===== config.mk =====
export PLATFORM = sky130hd
export DESIGN_NAME = qpsk_frame_sync_flat
export DESIGN_NICKNAME = d
export VERILOG_FILES = /design/src/rtl/qpsk_frame_sync_if.sv /design/src/rtl/qpsk_frame_sync.sv /design/src/flat_wrapper.sv
export SDC_FILE = /design/constraint.sdc
export NUM_CORES = 1
export LEC_CHECK = 0
export ABC_AREA = 1
export CAP_MARGIN = 20
export CORE_MARGIN = 2
export CORE_UTILIZATION = 39
export DETAILED_ROUTE_END_ITERATION = 8
export HOLD_SLACK_MARGIN = 0.06
export REMOVE_ABC_BUFFERS = 1
export SLEW_MARGIN = 20
export SYNTH_ARGS = -nofsm -noshare
export SYNTH_HDL_FRONTEND = slang
export SYNTH_SLANG_ARGS = --single-unit

===== constraint.sdc =====
create_clock -name clk -period 31.4 [get_ports clk]
set_input_delay 6.28 -clock clk [delete_from_list [all_inputs] [get_ports clk]]
set_output_delay 6.28 -clock clk [all_outputs]
set_load 0.02 [all_outputs]

===== src/rtl/qpsk_frame_sync_if.sv =====
// Symbol-in / dibit-out bundle of the QPSK frame synchroniser.
// master drives the symbol stream, slave is the synchroniser.
interface qpsk_frame_sync_if;
    logic       in_valid;
    logic       in_i_neg;
    logic       in_q_neg;
    logic       out_valid;
    logic [1:0] out_data;
    logic       out_sof;
    logic       out_eof;
    logic       locked;
    logic [1:0] hyp_rot;
    logic       hyp_swap;
    logic       sof_miss;

    modport master (
        output in_valid, in_i_neg, in_q_neg,
        input  out_valid, out_data, out_sof, out_eof, locked, hyp_rot, hyp_swap, sof_miss
    );

    modport slave (
        input  in_valid, in_i_neg, in_q_neg,
        output out_valid, out_data, out_sof, out_eof, locked, hyp_rot, hyp_swap, sof_miss
    );
endinterface


===== src/rtl/qpsk_frame_sync.sv =====
// QPSK frame synchroniser: hunts SOF under 8 phase/swap hypotheses, then flywheels
// on the locked hypothesis and emits derotated payload dibits.
module qpsk_frame_sync #(
    parameter int                   SOF_LEN      = 26,
    parameter logic [2*SOF_LEN-1:0] SOF_PATTERN  = 52'hC935A7E1D246B,
    parameter int                   FRAME_LEN    = 63,
    parameter int                   HUNT_THRESH  = 24,
    parameter int                   TRACK_THRESH = 20,
    parameter int                   MISS_MAX     = 3
) (
    input  logic               clk,
    input  logic               rst,
    qpsk_frame_sync_if.slave   bus
);
    localparam int AW = $clog2(SOF_LEN + 1);
    localparam int PW = (FRAME_LEN > 1) ? $clog2(FRAME_LEN) : 1;
    localparam int SW = $clog2(SOF_LEN);
    localparam int MW = $clog2(MISS_MAX + 1);

    typedef enum logic [1:0] {HUNT, FRAME, CHECK} state_t;

    // rot() multiplies a {i_neg,q_neg} symbol by j
    function automatic logic [1:0] rot1(input logic [1:0] s);
        return {~s[0], s[1]};
    endfunction

    // Expected received symbol for pattern symbol p under hypothesis h = {swap,k}
    function automatic logic [1:0] hyp_sym(input logic [1:0] p, input int h);
        logic [1:0] s;
        s = p;
        for (int r = 0; r < (h % 4); r++) s = rot1(s);
        if (h >= 4) s = {s[0], s[1]};
        return s;
    endfunction

    // Undo the swap first, then rotate by -k (i.e. rot applied (4-k)%4 times)
    function automatic logic [1:0] derotate(input logic [1:0] s, input logic [1:0] k, input logic swap);
        logic [1:0] d;
        logic [1:0] r;
        d = swap ? {s[0], s[1]} : s;
        case (k)
            2'd1:    r = {d[0], ~d[1]};
            2'd2:    r = ~d;
            2'd3:    r = {~d[0], d[1]};
            default: r = d;
        endcase
        return r;
    endfunction

    state_t              state_reg;
    logic [2*SOF_LEN-3:0] shift_reg;
    logic [SW-1:0]       fill_cnt_reg;
    logic [PW-1:0]       pay_cnt_reg;
    logic [SW-1:0]       sof_cnt_reg;
    logic [MW-1:0]       miss_cnt_reg;
    logic                out_valid_reg, out_sof_reg, out_eof_reg, sof_miss_reg, locked_reg;
    logic [1:0]          out_data_reg, hyp_rot_reg;
    logic                hyp_swap_reg;

    logic [1:0]           sym;
    logic [2*SOF_LEN-1:0] window;
    logic                 window_full;
    logic [AW-1:0]        agree [8];
    logic [AW-1:0]        best_val;
    logic [2:0]           best_idx;
    logic [AW-1:0]        locked_agree;

    assign sym         = {bus.in_i_neg, bus.in_q_neg};
    // Oldest symbol sits at window[1:0], aligned with pattern symbol 0
    assign window      = {sym, shift_reg};
    assign window_full = (fill_cnt_reg == SW'(SOF_LEN - 1));

    for (genvar gi = 0; gi < 8; gi++) begin : g_hyp
        logic [SOF_LEN-1:0] match;
        logic [AW-1:0]      count;
        for (genvar gn = 0; gn < SOF_LEN; gn++) begin : g_sym
            localparam logic [1:0] EXP = hyp_sym(SOF_PATTERN[2*gn +: 2], gi);
            assign match[gn] = (window[2*gn +: 2] == EXP);
        end
        always_comb begin
            count = '0;
            for (int n = 0; n < SOF_LEN; n++) count = count + AW'(match[n]);
        end
        assign agree[gi] = count;
    end

    // Strict '>' keeps the lowest index on ties
    always_comb begin
        best_val = agree[0];
        best_idx = 3'd0;
        for (int h = 1; h < 8; h++) begin
            if (agree[h] > best_val) begin
                best_val = agree[h];
                best_idx = 3'(h);
            end
        end
    end

    assign locked_agree = agree[{hyp_swap_reg, hyp_rot_reg}];

    always_ff @(posedge clk) begin
        if (rst) begin
            state_reg     <= HUNT;
            shift_reg     <= '0;
            fill_cnt_reg  <= '0;
            pay_cnt_reg   <= '0;
            sof_cnt_reg   <= '0;
            miss_cnt_reg  <= '0;
            out_valid_reg <= 1'b0;
            out_data_reg  <= 2'b00;
            out_sof_reg   <= 1'b0;
            out_eof_reg   <= 1'b0;
            sof_miss_reg  <= 1'b0;
            locked_reg    <= 1'b0;
            hyp_rot_reg   <= 2'b00;
            hyp_swap_reg  <= 1'b0;
        end else begin
            out_valid_reg <= 1'b0;
            out_sof_reg   <= 1'b0;
            out_eof_reg   <= 1'b0;
            sof_miss_reg  <= 1'b0;
            if (bus.in_valid) begin
                shift_reg <= window[2*SOF_LEN-1:2];
                if (!window_full) fill_cnt_reg <= fill_cnt_reg + 1'b1;
                case (state_reg)
                    HUNT: begin
                        if (window_full && best_val >= AW'(HUNT_THRESH)) begin
                            hyp_rot_reg  <= best_idx[1:0];
                            hyp_swap_reg <= best_idx[2];
                            miss_cnt_reg <= '0;
                            pay_cnt_reg  <= '0;
                            state_reg    <= FRAME;
                            locked_reg   <= 1'b1;
                        end
                    end
                    FRAME: begin
                        out_valid_reg <= 1'b1;
                        out_data_reg  <= derotate(sym, hyp_rot_reg, hyp_swap_reg);
                        out_sof_reg   <= (pay_cnt_reg == '0);
                        out_eof_reg   <= (pay_cnt_reg == PW'(FRAME_LEN - 1));
                        if (pay_cnt_reg == PW'(FRAME_LEN - 1)) begin
                            pay_cnt_reg <= '0;
                            sof_cnt_reg <= '0;
                            state_reg   <= CHECK;
                        end else begin
                            pay_cnt_reg <= pay_cnt_reg + 1'b1;
                        end
                    end
                    CHECK: begin
                        if (sof_cnt_reg == SW'(SOF_LEN - 1)) begin
                            sof_cnt_reg <= '0;
                            if (locked_agree >= AW'(TRACK_THRESH)) begin
                                miss_cnt_reg <= '0;
                                state_reg    <= FRAME;
                            end else begin
                                sof_miss_reg <= 1'b1;
                                miss_cnt_reg <= miss_cnt_reg + 1'b1;
                                if (miss_cnt_reg == MW'(MISS_MAX - 1)) begin
                                    state_reg  <= HUNT;
                                    locked_reg <= 1'b0;
                                end else begin
                                    state_reg  <= FRAME;
                                end
                            end
                        end else begin
                            sof_cnt_reg <= sof_cnt_reg + 1'b1;
                        end
                    end
                    default: state_reg <= HUNT;
                endcase
            end
        end
    end

    assign bus.out_valid = out_valid_reg;
    assign bus.out_data  = out_data_reg;
    assign bus.out_sof   = out_sof_reg;
    assign bus.out_eof   = out_eof_reg;
    assign bus.locked    = locked_reg;
    assign bus.hyp_rot   = hyp_rot_reg;
    assign bus.hyp_swap  = hyp_swap_reg;
    assign bus.sof_miss  = sof_miss_reg;
endmodule


===== src/flat_wrapper.sv =====
// flat-port wrapper written by rule: the top's interface ports become plain ports
module qpsk_frame_sync_flat 
#(
    parameter int                   SOF_LEN      = 26,
    parameter logic [2*SOF_LEN-1:0] SOF_PATTERN  = 52'hC935A7E1D246B,
    parameter int                   FRAME_LEN    = 63,
    parameter int                   HUNT_THRESH  = 24,
    parameter int                   TRACK_THRESH = 20,
    parameter int                   MISS_MAX     = 3
)
  (clk, rst, bus_in_valid, bus_in_i_neg, bus_in_q_neg, bus_out_valid, bus_out_data, bus_out_sof, bus_out_eof, bus_locked, bus_hyp_rot, bus_hyp_swap, bus_sof_miss);
  qpsk_frame_sync_if bus_i ();
  input  logic clk;
  input  logic rst;
  input wire logic [$bits(bus_i.in_valid)-1:0] bus_in_valid;
  input wire logic [$bits(bus_i.in_i_neg)-1:0] bus_in_i_neg;
  input wire logic [$bits(bus_i.in_q_neg)-1:0] bus_in_q_neg;
  output wire logic [$bits(bus_i.out_valid)-1:0] bus_out_valid;
  output wire logic [$bits(bus_i.out_data)-1:0] bus_out_data;
  output wire logic [$bits(bus_i.out_sof)-1:0] bus_out_sof;
  output wire logic [$bits(bus_i.out_eof)-1:0] bus_out_eof;
  output wire logic [$bits(bus_i.locked)-1:0] bus_locked;
  output wire logic [$bits(bus_i.hyp_rot)-1:0] bus_hyp_rot;
  output wire logic [$bits(bus_i.hyp_swap)-1:0] bus_hyp_swap;
  output wire logic [$bits(bus_i.sof_miss)-1:0] bus_sof_miss;
  assign bus_i.in_valid = bus_in_valid;
  assign bus_i.in_i_neg = bus_in_i_neg;
  assign bus_i.in_q_neg = bus_in_q_neg;
  assign bus_out_valid = bus_i.out_valid;
  assign bus_out_data = bus_i.out_data;
  assign bus_out_sof = bus_i.out_sof;
  assign bus_out_eof = bus_i.out_eof;
  assign bus_locked = bus_i.locked;
  assign bus_hyp_rot = bus_i.hyp_rot;
  assign bus_hyp_swap = bus_i.hyp_swap;
  assign bus_sof_miss = bus_i.sof_miss;
  qpsk_frame_sync #(.SOF_LEN(SOF_LEN), .SOF_PATTERN(SOF_PATTERN), .FRAME_LEN(FRAME_LEN), .HUNT_THRESH(HUNT_THRESH), .TRACK_THRESH(TRACK_THRESH), .MISS_MAX(MISS_MAX)) u_core (.clk(clk), .rst(rst), .bus(bus_i));
endmodule

==> flow_metrics.env, run 1 <==
export IMPL_syn_area_per_cell_um2=7.94
export IMPL_drt_initial_drc_count=682
export IMPL_cts_sinks=80
export IMPL_grt_max_degree=82
export IMPL_synth_cell_types=48
export IMPL_io_pins=15
export IMPL_placed_cells=1601
export IMPL_relSlewSlack_pct=48.4
export IMPL_synth_seq_cells=80
export IMPL_grt_pass1_vias=7764
export IMPL_yosysWarnings=0
export IMPL_yosysSeqAreaShare_pct=15.8
export IMPL_clockBufferDepth=2
export IMPL_setup_violations=0
export IMPL_grt_use_met1_pct=28.8
export IMPL_synth_edff_count=0
export IMPL_crit_type="in -> reg"
export IMPL_syn2layout_area_growth_pct=7.79
export IMPL_hold_viol_final=0
export IMPL_maxCapViolCount=0
export IMPL_synthCells=1275
export IMPL_path_clk_slew_ns=0.06
export IMPL_dr_total_vias=7958
export IMPL_async_flop_share_pct=0
export IMPL_fin_skew_ns=0.00977
export IMPL_arrival_ns=18.56
export IMPL_die_w_um=165
export IMPL_min_path_type="reg -> reg"
export IMPL_start_util_pct=40.0
export IMPL_synth_top_area_cell="fa_1"
export IMPL_slew_violations=0
export IMPL_layout_setup_ws_ns=13.05
export IMPL_die_height_um=165
export IMPL_crit_fanout=9
export IMPL_ys_flop_type="dfxtp_1"
export IMPL_max_freq_ghz=0.0545
export IMPL_syn_area_um2=10100
export IMPL_dieArea_um2=27300
export IMPL_antenna_found_initial=0
export IMPL_yosysTopAreaCellShare_pct=30.1
export IMPL_port_buffers=14
export IMPL_synth_area_leaders="fa_1, dfxtp_1, inv_1, ha_1, nand2_1"
export IMPL_dp_hpwl_um=22800
export IMPL_required_ns=31.62
export IMPL_busiest_layer="met2"
export IMPL_cpMaxStageDelayCell="clkdlybuf4s50_1"
export IMPL_fin_crit_ns=18.35
export IMPL_antenna_left=0
export IMPL_post_drt_wl_per_cell_um=16.3
export IMPL_htreeDepth=3
export IMPL_outcome="finished clean"
export IMPL_routed_wl_um=26300
export IMPL_instances_no_fill=1615
export IMPL_cts_root_buf="clkbuf_16"
export IMPL_vias_per_cell=4.93
export IMPL_coreArea_um2=25300
export IMPL_clk_latency_ns=0.36
export IMPL_dp_worst_setup_slack_ns=12.85
export IMPL_gp_routability_congestion=0.892
export IMPL_grtUsageTotal_pct=20.3
export IMPL_fin_crit_sh_pct=58.4
export IMPL_drt_pass1_iter_count=5
export IMPL_tns_ns=0
export IMPL_start_kind="primary input"
export IMPL_n_antenna_cell=0
export IMPL_hold_buffers=0
export IMPL_final_cell_mix="inv_1, nand2_1, fa_1, a21oi_1, ha_1"
export IMPL_endpoint_kind="flip-flop"
export IMPL_drive_gt1_share_pct=5.68
export IMPL_rows=58
export IMPL_grt_overflow_total=0
export IMPL_cts_inserted_buffers=9
export IMPL_post_cts_buffers=0
export IMPL_tightest_slew_ns=0.773
export IMPL_grt_use_met2_pct=33.4
export IMPL_largest_reg_flops=50
export IMPL_drc=0
export IMPL_slowest_delay_ns=0.56
export IMPL_path_common_cell="nand2_1"
export IMPL_nets=1530
export IMPL_ctsResizeCount=0
export IMPL_mostFrequentLayoutCell="inv_1"
export IMPL_cts_tree="built"
export IMPL_grtUsageMet3_pct=2.55
export IMPL_grt_pass1_wl_um=42000
export IMPL_rsz0062_at_grt="false"
## worst paths after layout
path                               startpoint                                  to  slack [ns]  depth (start not counted)
max                              bus_in_i_neg  u_core.pay_cnt_reg[1]$_SDFFE_PP0P_       13.05                         72
min            u_core.bus.locked$_SDFFE_PP0P_      u_core.bus.locked$_SDFFE_PP0P_        0.47                          2
max reg2reg  u_core.shift_reg[0]$_SDFFE_PP0P_  u_core.pay_cnt_reg[1]$_SDFFE_PP0P_       18.26                         73
min reg2reg    u_core.bus.locked$_SDFFE_PP0P_      u_core.bus.locked$_SDFFE_PP0P_        0.47                          2
## kinds of logic (layout without fill, tap and decap cells)
group | Yosys count | in the layout | synth area share, %
compound gates | 206 | 206 | 11.1
simple gates | 375 | 375 | 17.1
flops | 80 | 80 | 15.8
xor+xnor | 16 | 16 | 1.46
buf+inv | 355 | 365 | 13.2
fa+ha+maj | 243 | 243 | 41.3
## cell usage after synthesis, drive strengths merged (2+ instances only)
cell    number
nor4         7
and2         5
nand2      215
inv        335
xor2         6
or2          7
nand3b       2
dfxtp       80
o22ai       10
o21ai       92
nor2        78
buf          2
nor3        10
nor3b        2
xnor2       10
ha          91
fa         152
nand4        9
clkbuf      18
a21oi       92
nand3       39
a31oi        5
a21o         2
## metal layers
metal | up-vias | wire length, µm
met4 | 0 | 406
met2 | 175 | 12400
met3 | 27 | 1100
met1 | 3842 | 12400
li1 | 3914 | -
met5 | - | 0
## worst max-delay path: cells and delay by family
family / cells / cell delay [ns]
AO/OA/AOI/OAI: 8 / 0.99
adder cells (fa/ha/maj): 13 / 4.74
buffers and inverters: 10 / 1.28
AND/OR/NAND/NOR: 41 / 5.23
## layout make-up
type,count,area [µm²]
clock buffers,11,233
repair buffers,16,150
clock inverters,3,68.8
flip-flops and latches,80,1600
well taps,330,413
multi-input cells,840,7190
inverters,335,1260
fillers,2608,14400
## stage by stage
step                      utilization [%]  cell area (µm²)  hold slack, ns
final                                43.1            10900           0.474
after global routing                 43.1            10900           0.502
after detailed placement             41.9            10600           0.469
after global placement               41.9            10600           0.460
after floorplan                         -            10000           0.442
after CTS                            43.1            10900           0.480
Power of run 1 is left out: the tool's default activity adds up to more than one toggle a clock period on the data nets, which glitch-free logic cannot reach.
==> run 2: changes to the inputs <==
Clock period 31.4 ns to 18 ns, I/O delays scaled along.
==> run 2 against run 1 <==
Effect of this change: utilization down 0.11 points; final cell count about the same; routed wire length down 1.1%; non-clock buffer count unchanged; global-route usage down 0.086 points; final area down 0.25%; flip-flop and latch count unchanged; hold slack about the same; setup slack worse by 11 ns; die area unchanged; sequential share of layout area about the same; register-to-register slack worse by 13 ns.
==> flow_metrics.env, run 2 (synthesized netlist as in run 1, its figures left out) <==
export IMPL_port_buffers=14
export IMPL_dp_hpwl_um=22700
export IMPL_cts_inserted_buffers=9
export IMPL_fin_skew_ns=0.00548
export IMPL_antenna_left=0
export IMPL_tns_ns=0
export IMPL_io_pins=15
export IMPL_arrival_ns=15.89
export IMPL_outcome="finished clean"
export IMPL_dpl_cell_area_um2=10600
export IMPL_hold_buffers=0
export IMPL_grt_max_degree=82
export IMPL_setup_violations=0
export IMPL_syn2layout_area_growth_pct=7.51
export IMPL_required_ns=18.21
export IMPL_grt_pass1_vias=7876
export IMPL_die_w_um=165
export IMPL_grt_pass1_wl_um=41800
export IMPL_dieArea_um2=27300
export IMPL_path_common_cell="nand2_1"
export IMPL_largest_reg_flops=50
export IMPL_clk_latency_ns=0.34
export IMPL_clockBufferDepth=2
export IMPL_slew_violations=0
export IMPL_vias_per_cell=4.89
export IMPL_cts_sinks=80
export IMPL_htreeDepth=3
export IMPL_final_cell_mix="inv_1, nand2_1, fa_1, a21oi_1, ha_1"
export IMPL_hold_viol_final=0
export IMPL_drt_initial_drc_count=660
export IMPL_grt_overflow_total=0
export IMPL_final_area_um2=10900
export IMPL_path_clk_slew_ns=0.06
export IMPL_crit_fanout=9
export IMPL_slowest_delay_ns=0.56
export IMPL_max_freq_ghz=0.0638
export IMPL_rows=58
export IMPL_dr_total_vias=7889
export IMPL_endpoint_kind="flip-flop"
export IMPL_grtUsageTotal_pct=20.3
export IMPL_nets=1530
export IMPL_cts_root_buf="clkbuf_16"
export IMPL_maxCapViolCount=0
export IMPL_die_height_um=165
export IMPL_gp_routability_congestion=0.892
export IMPL_rsz0062_at_grt="false"
export IMPL_ctsResizeCount=0
export IMPL_start_kind="primary input"
export IMPL_antenna_found_initial=0
export IMPL_n_antenna_cell=0
export IMPL_start_util_pct=40.0
export IMPL_crit_type="in -> reg"
export IMPL_drt_pass1_iter_count=5
export IMPL_cpMaxStageDelayCell="clkdlybuf4s50_1"
export IMPL_cts_tree="built"
export IMPL_post_drt_wl_per_cell_um=16.1
export IMPL_instances_no_fill=1614
export IMPL_holdWs_ns=0.474
export IMPL_placed_cells=1601
export IMPL_fin_crit_ns=15.68
export IMPL_post_cts_buffers=0
export IMPL_routed_wl_um=26000
export IMPL_drc=0
export IMPL_min_path_type="reg -> reg"
export IMPL_relSlewSlack_pct=49.1
export IMPL_mostFrequentLayoutCell="inv_1"
export IMPL_drive_gt1_share_pct=5.76
export IMPL_tightest_slew_ns=0.764
export IMPL_coreArea_um2=25300
export IMPL_fin_crit_sh_pct=87.1
-- run 2: cell types whose count changed in the layout (fill, tap and decap cells not counted), sizes merged --
cell    delta
bufinv     -1
clkinv     +2
clkbuf     -2
-- run 2: metrics by stage --
stage	setup slack (ns)	utilization (%)
global placement	2.34	41.9
global route	1.25	43.0
floorplan	3.78	-
finish	2.32	43.0
detailed placement	2.10	41.9
CTS	2.41	43.0
-- run 2: area by class of cell --
class | count | area (µm²)
Clock buffer | 9 | 225
Clock inverter | 4 | 48.8
Fill cell | 2563 | 14400
Inverter | 335 | 1260
Multi-Input combinational cell | 840 | 7190
Sequential cell | 80 | 1600
Tap cell | 330 | 413
Timing Repair Buffer | 16 | 150
-- run 2: worst paths after layout --
path / from / depth (start not counted) / slack (ns) / endpoint
setup reg to reg: u_core.shift_reg[0]$_SDFFE_PP0P_ / 72 / 4.85 / u_core.pay_cnt_reg[1]$_SDFFE_PP0P_
hold reg to reg: u_core.bus.locked$_SDFFE_PP0P_ / 2 / 0.47 / u_core.bus.locked$_SDFFE_PP0P_
hold / removal: u_core.bus.locked$_SDFFE_PP0P_ / 2 / 0.47 / u_core.bus.locked$_SDFFE_PP0P_
setup / recovery: bus_in_q_neg / 71 / 2.32 / u_core.pay_cnt_reg[1]$_SDFFE_PP0P_
-- run 2: per-layer routing --
layer | share of wire, % | wire length (µm) | track usage [%]
met3 | 4.5 | 1170 | 3.32
met4 | 2.3 | 606 | 5.10
met2 | 47 | 12100 | 33.4
met1 | 47 | 12100 | 27.8
met5 | 0 | 0 | 0
-- run 2: worst max-delay path, delay by kind of cell --
kind / cells / cell delay, ns
and+or+nand+nor: 40 / 5.13
adders and majority gates: 13 / 4.67
buffers and inverters: 10 / 1.30
AOI/OAI and AO/OA: 8 / 1.17
Power of run 2 is left out for the same reason.
==> run 3: changes to the inputs <==
Settings changed: ABC_AREA 1 to default.
==> run 3 against run 2 <==
Effect of this change: utilization grew 0.49 points; non-clock buffer count grew 18; final cell count shrank 8.7%; critical path depth shrank 10; setup slack lost 1.6 ns; synthesized cell count shrank 13%; global-route usage shrank 1.5 points; die area grew 1.5%; sequential share of layout area shrank 0.53 points; hold slack gained 0.0094 ns; maximum frequency shrank 9.4%; register-to-register slack lost 2.2 ns.
==> flow_metrics.env, run 3 <==
export IMPL_outcome="finished clean"
export IMPL_post_drt_wl_per_cell_um=17.2
export IMPL_crit_fanout=8
export IMPL_mostFrequentLayoutCell="inv_1"
export IMPL_maxCapViolCount=0
export IMPL_die_height_um=166
export IMPL_multiInputGateArea_um2=7800
export IMPL_dp_hpwl_um=21600
export IMPL_drive_gt1_share_pct=8.88
export IMPL_synth_edff_count=0
export IMPL_clk_latency_ns=0.34
export IMPL_grt_pass1_wl_um=40900
export IMPL_fin_util_pct=43.5
export IMPL_drt_pass1_iter_count=4
export IMPL_io_pins=15
export IMPL_cts_sinks=80
export IMPL_path_clk_slew_ns=0.06
export IMPL_fin_crit_sh_pct=96.2
export IMPL_synth_area_leaders="fa_1, dfxtp_1, ha_1, inv_1, mux2i_1"
export IMPL_min_path_type="reg -> reg"
export IMPL_grtUsageTotal_pct=18.8
export IMPL_tns_ns=0
export IMPL_grt_max_degree=79
export IMPL_grt_pass1_vias=7512
export IMPL_coreArea_um2=26000
export IMPL_port_buffers=14
export IMPL_required_ns=18.19
export IMPL_grt_overflow_total=0
export IMPL_start_util_pct=39.6
export IMPL_fin_crit_ns=17.31
export IMPL_syn2layout_area_growth_pct=9.89
export IMPL_holdWs_ns=0.483
export IMPL_synth_top_area_cell="fa_1"
export IMPL_n_antenna_cell=0
export IMPL_dr_total_vias=7367
export IMPL_cts_inserted_buffers=9
export IMPL_arrival_ns=17.50
export IMPL_nFillCells=2533
export IMPL_syn_area_per_cell_um2=9.28
export IMPL_yosysSeqAreaShare_pct=15.6
export IMPL_drt_initial_drc_count=513
export IMPL_tightest_slew_ns=1.04
export IMPL_endpoint_kind="flip-flop"
export IMPL_nets=1381
export IMPL_rows=59
export IMPL_final_cell_mix="inv_1, fa_1, nor2_1, ha_1, dfxtp_1"
export IMPL_setup_violations=0
export IMPL_dieArea_um2=27700
export IMPL_vias_per_cell=5.00
export IMPL_synth_most_common_cell="inv_1"
export IMPL_ys_flop_type="dfxtp_1"
export IMPL_clockBufferDepth=2
export IMPL_start_kind="primary input"
export IMPL_cpMaxStageDelayCell="fa_1"
export IMPL_crit_type="in -> reg"
export IMPL_cts_tree="built"
export IMPL_synthCells=1108
export IMPL_final_seq_area_um2=1600
export IMPL_htreeDepth=3
export IMPL_slew_violations=0
export IMPL_yosysTopAreaCellShare_pct=29.6
export IMPL_synth_top_cells_by_count="inv_1, fa_1, nor2_1, ha_1, dfxtp_1"
export IMPL_syn_area_um2=10300
export IMPL_die_w_um=166
export IMPL_slowest_delay_ns=0.58
export IMPL_routed_wl_um=25400
export IMPL_largest_reg_flops=50
export IMPL_synth_cell_types=71
export IMPL_max_freq_ghz=0.0578
export IMPL_async_flop_share_pct=0
export IMPL_cts_root_buf="clkbuf_16"
export IMPL_fin_skew_ns=0.00839
export IMPL_yosysWarnings=0
export IMPL_drc=0
export IMPL_antenna_left=0
export IMPL_path_common_cell="ha_1"
export IMPL_antenna_found_initial=0
export IMPL_hold_viol_final=0
export IMPL_gp_routability_congestion=0.939
export IMPL_relSlewSlack_pct=30.5
export IMPL_synth_seq_cells=80
-- run 3: critical path: cells and delay by family --
family / cells / cell delay, ns
adder cells (fa/ha/maj): 13 / 4.78
AO/OA/AOI/OAI: 20 / 3.88
AND/OR/NAND/NOR: 15 / 2.52
multiplexers: 5 / 1.77
buffers and inverters: 8 / 0.92
-- run 3: path summary, 6_finish.rpt --
path / slack [ns] / start / endpoint / cells after the start
hold reg to reg: 0.48 / u_core.miss_cnt_reg[0]$_SDFFE_PP0P_ / u_core.miss_cnt_reg[0]$_SDFFE_PP0P_ / 2
hold / removal: 0.48 / u_core.miss_cnt_reg[0]$_SDFFE_PP0P_ / u_core.miss_cnt_reg[0]$_SDFFE_PP0P_ / 2
setup / recovery: 0.69 / bus_in_i_neg / u_core.pay_cnt_reg[2]$_SDFFE_PP0P_ / 61
setup reg to reg: 2.63 / u_core.shift_reg[0]$_SDFFE_PP0P_ / u_core.pay_cnt_reg[2]$_SDFFE_PP0P_ / 63
-- run 3: repair_timing --
item / 4_1_cts / 5_1_grt
hold buffers: 0 / 0
resized for setup: 0 / 20
endpoints found under the setup margin: 0 / 13
buffers inserted: 0 / 8
-- run 3: area by class of cell --
class                           instances  share of cell area (%)
Clock buffer                            9                    1.99
Clock inverter                          7                   0.853
Inverter                              230                    7.64
Multi-Input combinational cell        778                    69.0
Sequential cell                        80                    14.2
Tap cell                              335                    3.71
Timing Repair Buffer                   34                    2.58
-- run 3: cells by family (layout without fill, tap and decap cells) --
kind of cell | after synthesis | after routing | synth area share, %
AOI/OAI and AO/OA | 124 | 124 | 9.31
xor gates and xnor gates | 25 | 25 | 2.13
adders and majority gates | 243 | 243 | 40.7
buffers and inverters | 250 | 280 | 9.20
DFF | 80 | 80 | 15.6
muxes | 72 | 72 | 7.39
and+or+nand+nor | 314 | 314 | 15.7
-- run 3: stage by stage --
step                      area [µm²]  setup WS (ns)  std cells
after floorplan                10200          0.936       1088
after global placement         10800         0.0892       1449
after detailed placement       10800         -0.215       1449
after CTS                      11200          0.123       1465
after global routing           11300        -0.0611       1473
final                          11300          0.688       1473
-- run 3: routing by layer --
metal | GRT usage (%) | routed length [µm]
met5 | 0 | 0
met4 | 4.76 | 675
met3 | 2.96 | 928
met2 | 31.7 | 12200
met1 | 25.4 | 11600
Power of run 3 is left out for the same reason.
